### config.mk
export PLATFORM = sky130hd
export DESIGN_NAME = execute_stage
export DESIGN_NICKNAME = d
export VERILOG_FILES = /design/src/rtl/rv_pkg.sv /design/src/rtl/div_unit.sv /design/src/rtl/execute_stage.sv
export SDC_FILE = /design/constraint.sdc
export NUM_CORES = 2
export LEC_CHECK = 0
export CAP_MARGIN = 20
export CORE_MARGIN = 1.5
export CORE_UTILIZATION = 58
export DETAILED_ROUTE_END_ITERATION = 8
export PLACE_DENSITY = 0.73
export SLEW_MARGIN = 30
export SYNTH_ARGS = -nofsm -noshare
export SYNTH_HDL_FRONTEND = slang
export SYNTH_SLANG_ARGS = --single-unit
### constraint.sdc
create_clock -name clk -period 13.6 [get_ports clk]
set_input_delay 2.04 -clock clk [delete_from_list [all_inputs] [get_ports clk]]
set_output_delay 2.04 -clock clk [all_outputs]
set_load 0.01 [all_outputs]
### src/rtl/rv_pkg.sv
// Shared encodings for the RV32IM execute stage: ALU operation codes,
// divider FSM states and the divide-op classifier.
package rv_pkg;

  localparam int DIV_STEPS = 32;

  typedef enum logic [4:0] {
    ALU_ADD    = 5'd0,
    ALU_SUB    = 5'd1,
    ALU_SLL    = 5'd2,
    ALU_SLT    = 5'd3,
    ALU_SLTU   = 5'd4,
    ALU_XOR    = 5'd5,
    ALU_SRL    = 5'd6,
    ALU_SRA    = 5'd7,
    ALU_OR     = 5'd8,
    ALU_AND    = 5'd9,
    ALU_PASSB  = 5'd10,
    ALU_MUL    = 5'd11,
    ALU_MULH   = 5'd12,
    ALU_MULHSU = 5'd13,
    ALU_MULHU  = 5'd14,
    ALU_DIV    = 5'd15,
    ALU_DIVU   = 5'd16,
    ALU_REM    = 5'd17,
    ALU_REMU   = 5'd18
  } alu_op_t;

  typedef enum logic [1:0] {
    DIV_IDLE = 2'd0,
    DIV_RUN  = 2'd1,
    DIV_DONE = 2'd2
  } div_state_t;

  function automatic logic is_div(input logic [4:0] op);
    return (op == ALU_DIV) || (op == ALU_DIVU) || (op == ALU_REM) || (op == ALU_REMU);
  endfunction

endpackage

### src/rtl/div_unit.sv
// Iterative 32-step restoring divider with sign fix-up. Divide-by-zero and
// signed overflow skip the iteration and go straight to DONE.
module div_unit
  import rv_pkg::*;
(
  input  logic        clk,
  input  logic        rst_n,
  input  logic        start,
  input  logic        kill,
  input  logic        signed_op,
  input  logic        want_rem,
  input  logic [31:0] dividend,
  input  logic [31:0] divisor,
  output logic        busy,
  output logic        done,
  output logic [31:0] result,
  output div_state_t  state
);

  div_state_t  state_q, state_d;
  logic [4:0]  count_q;
  logic [31:0] rem_q, quo_q, dvs_q, result_q;
  logic        neg_q_q, neg_r_q, rem_sel_q;

  logic        div_zero, overflow, special;
  logic        a_neg, b_neg;
  logic [31:0] a_mag, b_mag, special_result;
  logic [32:0] shifted, trial;
  logic        ge;
  logic [31:0] rem_next, quo_next, q_fix, r_fix;

  assign div_zero = (divisor == 32'd0);
  assign overflow = signed_op && (dividend == 32'h8000_0000) && (divisor == 32'hFFFF_FFFF);
  assign special  = div_zero || overflow;
  assign a_neg    = signed_op & dividend[31];
  assign b_neg    = signed_op & divisor[31];
  assign a_mag    = a_neg ? (32'd0 - dividend) : dividend;
  assign b_mag    = b_neg ? (32'd0 - divisor) : divisor;

  assign special_result = div_zero ? (want_rem ? dividend : 32'hFFFF_FFFF)
                                   : (want_rem ? 32'd0 : 32'h8000_0000);

  // Partial remainder stays below the divisor, so trial[32] is a clean borrow.
  assign shifted  = {rem_q, quo_q[31]};
  assign trial    = shifted - {1'b0, dvs_q};
  assign ge       = ~trial[32];
  assign rem_next = ge ? trial[31:0] : shifted[31:0];
  assign quo_next = {quo_q[30:0], ge};
  assign q_fix    = neg_q_q ? (32'd0 - quo_next) : quo_next;
  assign r_fix    = neg_r_q ? (32'd0 - rem_next) : rem_next;

  always_ff @(posedge clk or negedge rst_n) begin
    if (!rst_n) state_q <= DIV_IDLE;
    else        state_q <= state_d;
  end

  always_comb begin
    state_d = state_q;
    busy    = 1'b0;
    if (kill) begin
      state_d = DIV_IDLE;
    end else begin
      case (state_q)
        DIV_IDLE: begin
          if (start) begin
            busy    = 1'b1;
            state_d = special ? DIV_DONE : DIV_RUN;
          end
        end
        DIV_RUN: begin
          busy = 1'b1;
          if (count_q == 5'(DIV_STEPS - 1)) state_d = DIV_DONE;
        end
        DIV_DONE: state_d = DIV_IDLE;
        default:  state_d = DIV_IDLE;
      endcase
    end
  end

  always_ff @(posedge clk or negedge rst_n) begin
    if (!rst_n) begin
      count_q   <= '0;
      rem_q     <= '0;
      quo_q     <= '0;
      dvs_q     <= '0;
      result_q  <= '0;
      neg_q_q   <= 1'b0;
      neg_r_q   <= 1'b0;
      rem_sel_q <= 1'b0;
    end else if (kill) begin
      count_q <= '0;
    end else if (state_q == DIV_IDLE && start) begin
      if (special) begin
        result_q <= special_result;
      end else begin
        count_q   <= '0;
        rem_q     <= '0;
        quo_q     <= a_mag;
        dvs_q     <= b_mag;
        neg_q_q   <= a_neg ^ b_neg;
        neg_r_q   <= a_neg;
        rem_sel_q <= want_rem;
      end
    end else if (state_q == DIV_RUN) begin
      rem_q   <= rem_next;
      quo_q   <= quo_next;
      count_q <= count_q + 5'd1;
      if (count_q == 5'(DIV_STEPS - 1)) result_q <= rem_sel_q ? r_fix : q_fix;
    end
  end

  assign done   = (state_q == DIV_DONE);
  assign result = result_q;
  assign state  = state_q;

endmodule

### src/rtl/execute_stage.sv
// RV32IM execute stage: single-cycle ALU/multiplier plus iterative divider,
// registered into the EX/MEM boundary.
module execute_stage
  import rv_pkg::*;
#(
  parameter int XLEN = 32
) (
  input  logic            clk,
  input  logic            rst_n,
  input  logic            valid_in,
  input  logic            flush,
  input  logic [4:0]      alu_op,
  input  logic [XLEN-1:0] rs1_data,
  input  logic [XLEN-1:0] rs2_data,
  input  logic [XLEN-1:0] imm,
  input  logic            use_imm,
  input  logic [4:0]      rd,
  input  logic            reg_write,
  input  logic            mem_read,
  input  logic            mem_write,
  output logic            stall,
  output logic            valid_out,
  output logic [XLEN-1:0] alu_result,
  output logic [XLEN-1:0] rs2_data_out,
  output logic [4:0]      rd_out,
  output logic            reg_write_out,
  output logic            mem_read_out,
  output logic            mem_write_out,
  output div_state_t      div_state
);

  // Handshake: stall is combinational and means "hold every input stable";
  // any rising edge with stall=0 and flush=0 accepts the presented instruction.

  logic [31:0] op_b;
  logic [4:0]  shamt;
  logic [63:0] mul_a, mul_b, mul_p;
  logic        mul_a_signed, mul_b_signed;
  logic [31:0] alu_res, result;
  logic        div_start, div_busy, div_done;
  logic [31:0] div_result;
  logic        accept;

  assign op_b  = use_imm ? imm : rs2_data;
  assign shamt = op_b[4:0];

  // One 64-bit multiplier serves all MUL variants; sign extension picks the flavour.
  assign mul_a_signed = (alu_op == ALU_MULH) || (alu_op == ALU_MULHSU);
  assign mul_b_signed = (alu_op == ALU_MULH);
  assign mul_a = {{32{mul_a_signed & rs1_data[31]}}, rs1_data};
  assign mul_b = {{32{mul_b_signed & op_b[31]}}, op_b};
  assign mul_p = mul_a * mul_b;

  always_comb begin
    alu_res = '0;
    case (alu_op)
      ALU_ADD:    alu_res = rs1_data + op_b;
      ALU_SUB:    alu_res = rs1_data - op_b;
      ALU_SLL:    alu_res = rs1_data << shamt;
      ALU_SLT:    alu_res = {31'd0, $signed(rs1_data) < $signed(op_b)};
      ALU_SLTU:   alu_res = {31'd0, rs1_data < op_b};
      ALU_XOR:    alu_res = rs1_data ^ op_b;
      ALU_SRL:    alu_res = rs1_data >> shamt;
      ALU_SRA:    alu_res = $unsigned($signed(rs1_data) >>> shamt);
      ALU_OR:     alu_res = rs1_data | op_b;
      ALU_AND:    alu_res = rs1_data & op_b;
      ALU_PASSB:  alu_res = op_b;
      ALU_MUL:    alu_res = mul_p[31:0];
      ALU_MULH,
      ALU_MULHSU,
      ALU_MULHU:  alu_res = mul_p[63:32];
      default:    alu_res = '0;
    endcase
  end

  assign div_start = valid_in && is_div(alu_op);

  div_unit u_div (
    .clk       (clk),
    .rst_n     (rst_n),
    .start     (div_start),
    .kill      (flush),
    .signed_op ((alu_op == ALU_DIV) || (alu_op == ALU_REM)),
    .want_rem  ((alu_op == ALU_REM) || (alu_op == ALU_REMU)),
    .dividend  (rs1_data),
    .divisor   (op_b),
    .busy      (div_busy),
    .done      (div_done),
    .result    (div_result),
    .state     (div_state)
  );

  assign stall  = div_busy;
  assign result = is_div(alu_op) ? (div_done ? div_result : 32'd0) : alu_res;
  assign accept = valid_in && !stall && !flush;

  // Bubbles clear the whole EX/MEM register, not just the control bits.
  always_ff @(posedge clk or negedge rst_n) begin
    if (!rst_n) begin
      valid_out     <= 1'b0;
      alu_result    <= '0;
      rs2_data_out  <= '0;
      rd_out        <= '0;
      reg_write_out <= 1'b0;
      mem_read_out  <= 1'b0;
      mem_write_out <= 1'b0;
    end else if (accept) begin
      valid_out     <= 1'b1;
      alu_result    <= result;
      rs2_data_out  <= rs2_data;
      rd_out        <= rd;
      reg_write_out <= reg_write;
      mem_read_out  <= mem_read;
      mem_write_out <= mem_write;
    end else begin
      valid_out     <= 1'b0;
      alu_result    <= '0;
      rs2_data_out  <= '0;
      rd_out        <= '0;
      reg_write_out <= 1'b0;
      mem_read_out  <= 1'b0;
      mem_write_out <= 1'b0;
    end
  end

endmodule

==> impl_metrics.json <==
{
  "status": "finished with violations",
  "violations": "design-rule violations",
  "rsz0062_at_grt": "no",
  "wire_per_inst_um": 31.2,
  "crit_path_end_kind": "flop",
  "cp.arrival_ns": 12.35,
  "cts_tree": "done",
  "clk_latency_ns": 0.58,
  "synth_top_flop_cell": "dfrtp_1",
  "vias": 57500,
  "cpMostUsedCell": "fa_1",
  "synth.top_cells.by_count": "1,331 x inv_1, 1,128 x fa_1, 1,031 x nand2_1, 620 x nor2_1, 375 x o21ai_0",
  "yosysMostFrequentCell": "inv_1",
  "finalMaxSlewViolations": 0,
  "cts_resized": 0,
  "grt_antenna_before_repair": 16,
  "initialDrtViolationCount": 7833,
  "netlist_area_um2": 60700,
  "die_width_um": 327,
  "initial_core_util_pct": 58.6,
  "synth.area.top_cells": "fa_1 37%, dfrtp_1 8.7%, inv_1 8.2%",
  "chipHeight_um": 327,
  "grt_util_all_layers_pct": 51.1,
  "hp-class": "flop to flop",
  "drv_cap": 0,
  "core_area_um2": 104000,
  "max_slew_margin_pct": 21.2,
  "synth_top_area_share_pct": 37.2,
  "grt_max_degree": 109,
  "worstSetupStartpointType": "input pin",
  "max_stage_delay_ns": 0.91,
  "overflow": 0,
  "synth_nets": 8944,
  "syn_inst": 7354,
  "std_cell_rows": 118,
  "synth_edf_count": 0,
  "die_area_um2": 107000,
  "critPathKind": "input pin to flop",
  "setup_viol": 0,
  "ctsHoldBuffers": 0,
  "cts_setup_buffers": 0,
  "vias_per_cell": 6.58,
  "hpwlAfterDp_mm": 213,
  "grt_pass1_wl_mm": 394,
  "area_growth_syn_to_layout_pct": 7.05,
  "tightestPinTransition_ns": 1.17,
  "nNetsFinal": 8909,
  "root_buffer": "clkbuf_16",
  "cts_sinks": 211,
  "htreeDepth": 1,
  "drtPass1Iterations": 8,
  "port_buffers": 189,
  "yosys_warnings": 0,
  "fin_crit_ns": 11.93,
  "drc": 1,
  "finalClockSkew_ns": 0.0131,
  "syn-mean-instance-area_um2": 8.25,
  "cts_buffers": 26,
  "fmax_mhz": 83.8,
  "gp_congestion": 1.13,
  "finalHoldViolations": 0,
  "cts_buffer_depth": 3,
  "synth.distinct_cells": 98,
  "period_share_pct": 87.7,
  "ys_seq_area_share_pct": 8.70,
  "fin_tns_setup_ns": 0,
  "wl_mm": 273,
  "final_layout_size_suffix_gt1_share_pct": 5.36,
  "async_flop_share_pct": 100,
  "drtAntennaViolNets": 0,
  "ys_ff_latch": 211,
  "slowest_stage": "a2111oi_0",
  "required_ns": 14.01,
  "yosysTopAreaCell": "fa_1",
  "clk_pin_slew_ns": 0.06,
  "grt_pass1_vias": 57500,
  "cp_max_fo": 33,
  "io_pins": 190
}
==> placed cells by master, fill, tap and decap left out, drive strengths merged, types with 49 or more instances in the layout <==
cell type	synthesis	layout
clkdlybuf4s50	0	161
o21ai	384	384
nand3	99	99
a21o	70	70
nor3	81	81
and2	64	64
xnor2	145	145
dfrtp	211	211
ha	348	348
mux2i	167	167
nand2	1031	1031
a31oi	50	50
o211ai	59	59
inv	1343	1342
a211oi	49	49
xor2	57	57
buf	106	228
nor2	621	621
fa	1128	1128
a21oi	327	327
==> through the flow <==
stage	util (%)	cells	hold WS, ns	instance area, um2	setup WS [ns]
final	62.7	8731	0.482	65000	1.67
after global routing	62.7	8715	0.508	64900	1.35
after CTS	62.6	8712	0.485	64900	1.74
after detailed placement	61.8	8670	0.471	64100	1.19
after global placement	61.8	8669	0.457	64100	0.674
after floorplan	-	7354	0.442	60700	1.17
==> sequential cells by signal, summed over array words and instances, names as in the netlist <==
register,cells
mem_read_out,1
alu_result,32
u_div.dvs_q,32
reg_write_out,1
u_div.result,32
u_div.state,2
u_div.count_q,5
u_div.quo_q,32
u_div.rem_sel_q,1
mem_write_out,1
rd_out,5
valid_out,1
rs2_data_out,32
u_div.neg_q_q,1
u_div.rem_q,32
u_div.neg_r_q,1
==> cell families (layout without fill, tap and decap cells) <==
kind of cell	count (synthesis)	after routing	synth area share, %
AND/OR/NAND/NOR	2160	2160	15.4
buffers and inverters	1814	1793	11.5
adder cells (fa/ha/maj)	1476	1476	44.4
AO/OA/AOI/OAI	1293	1293	13.6
flip-flops	211	211	8.70
XOR/XNOR	203	203	2.95
multiplexers	197	197	3.57
other	0	18	0
==> critical path, delay by kind of cell <==
family / cells / cell delay (ns)
xor+xnor: 1 / 0.27
mux: 1 / 0.12
buf+inv: 9 / 2.11
simple gates: 8 / 1.82
compound gates: 2 / 1.43
fa+ha+maj: 9 / 4.44
==> cell type report <==
class / instances / area, um2
Sequential cell: 211 / 5280
Fill cell: 8979 / 38700
Clock inverter: 11 / 96.3
Clock buffer: 31 / 711
Timing Repair Buffer: 389 / 3330
Inverter: 1362 / 5110
Tap cell: 1380 / 1730
Antenna cell: 18 / 45.0
Multi-Input combinational cell: 5329 / 48700
==> metal layers <==
metal	track usage, %	part of all wire [%]	vias to the layer above
li1	-	-	23300
met1	65.6	36	28500
met2	72.9	41	4550
met3	18.0	14	1111
met4	33.6	8.4	10
met5	0.754	0.062	-
==> final timing paths <==
| check | startpoint | end | slack (ns) | depth (start not counted) |
|---|---|---|---|---|
| max in group asynchronous | rst_n | alu_result[24]$_DFF_PN0_ | 10.75 | 3 |
| max reg2reg | u_div.quo_q[31]$_DFFE_PN0P_ | u_div.result[28]$_DFFE_PN0P_ | 7.73 | 20 |
| min in group asynchronous | rst_n | u_div.dvs_q[13]$_DFFE_PN0P_ | 1.35 | 1 |
| min | u_div.dvs_q[2]$_DFFE_PN0P_ | u_div.dvs_q[2]$_DFFE_PN0P_ | 0.48 | 2 |
| max | use_imm | alu_result[5]$_DFF_PN0_ | 1.67 | 30 |
| min reg2reg | u_div.dvs_q[2]$_DFFE_PN0P_ | u_div.dvs_q[2]$_DFFE_PN0P_ | 0.48 | 2 |
Power is not shown: default switching activity piles up to over one toggle a cycle in this logic, so the estimate is an artifact.
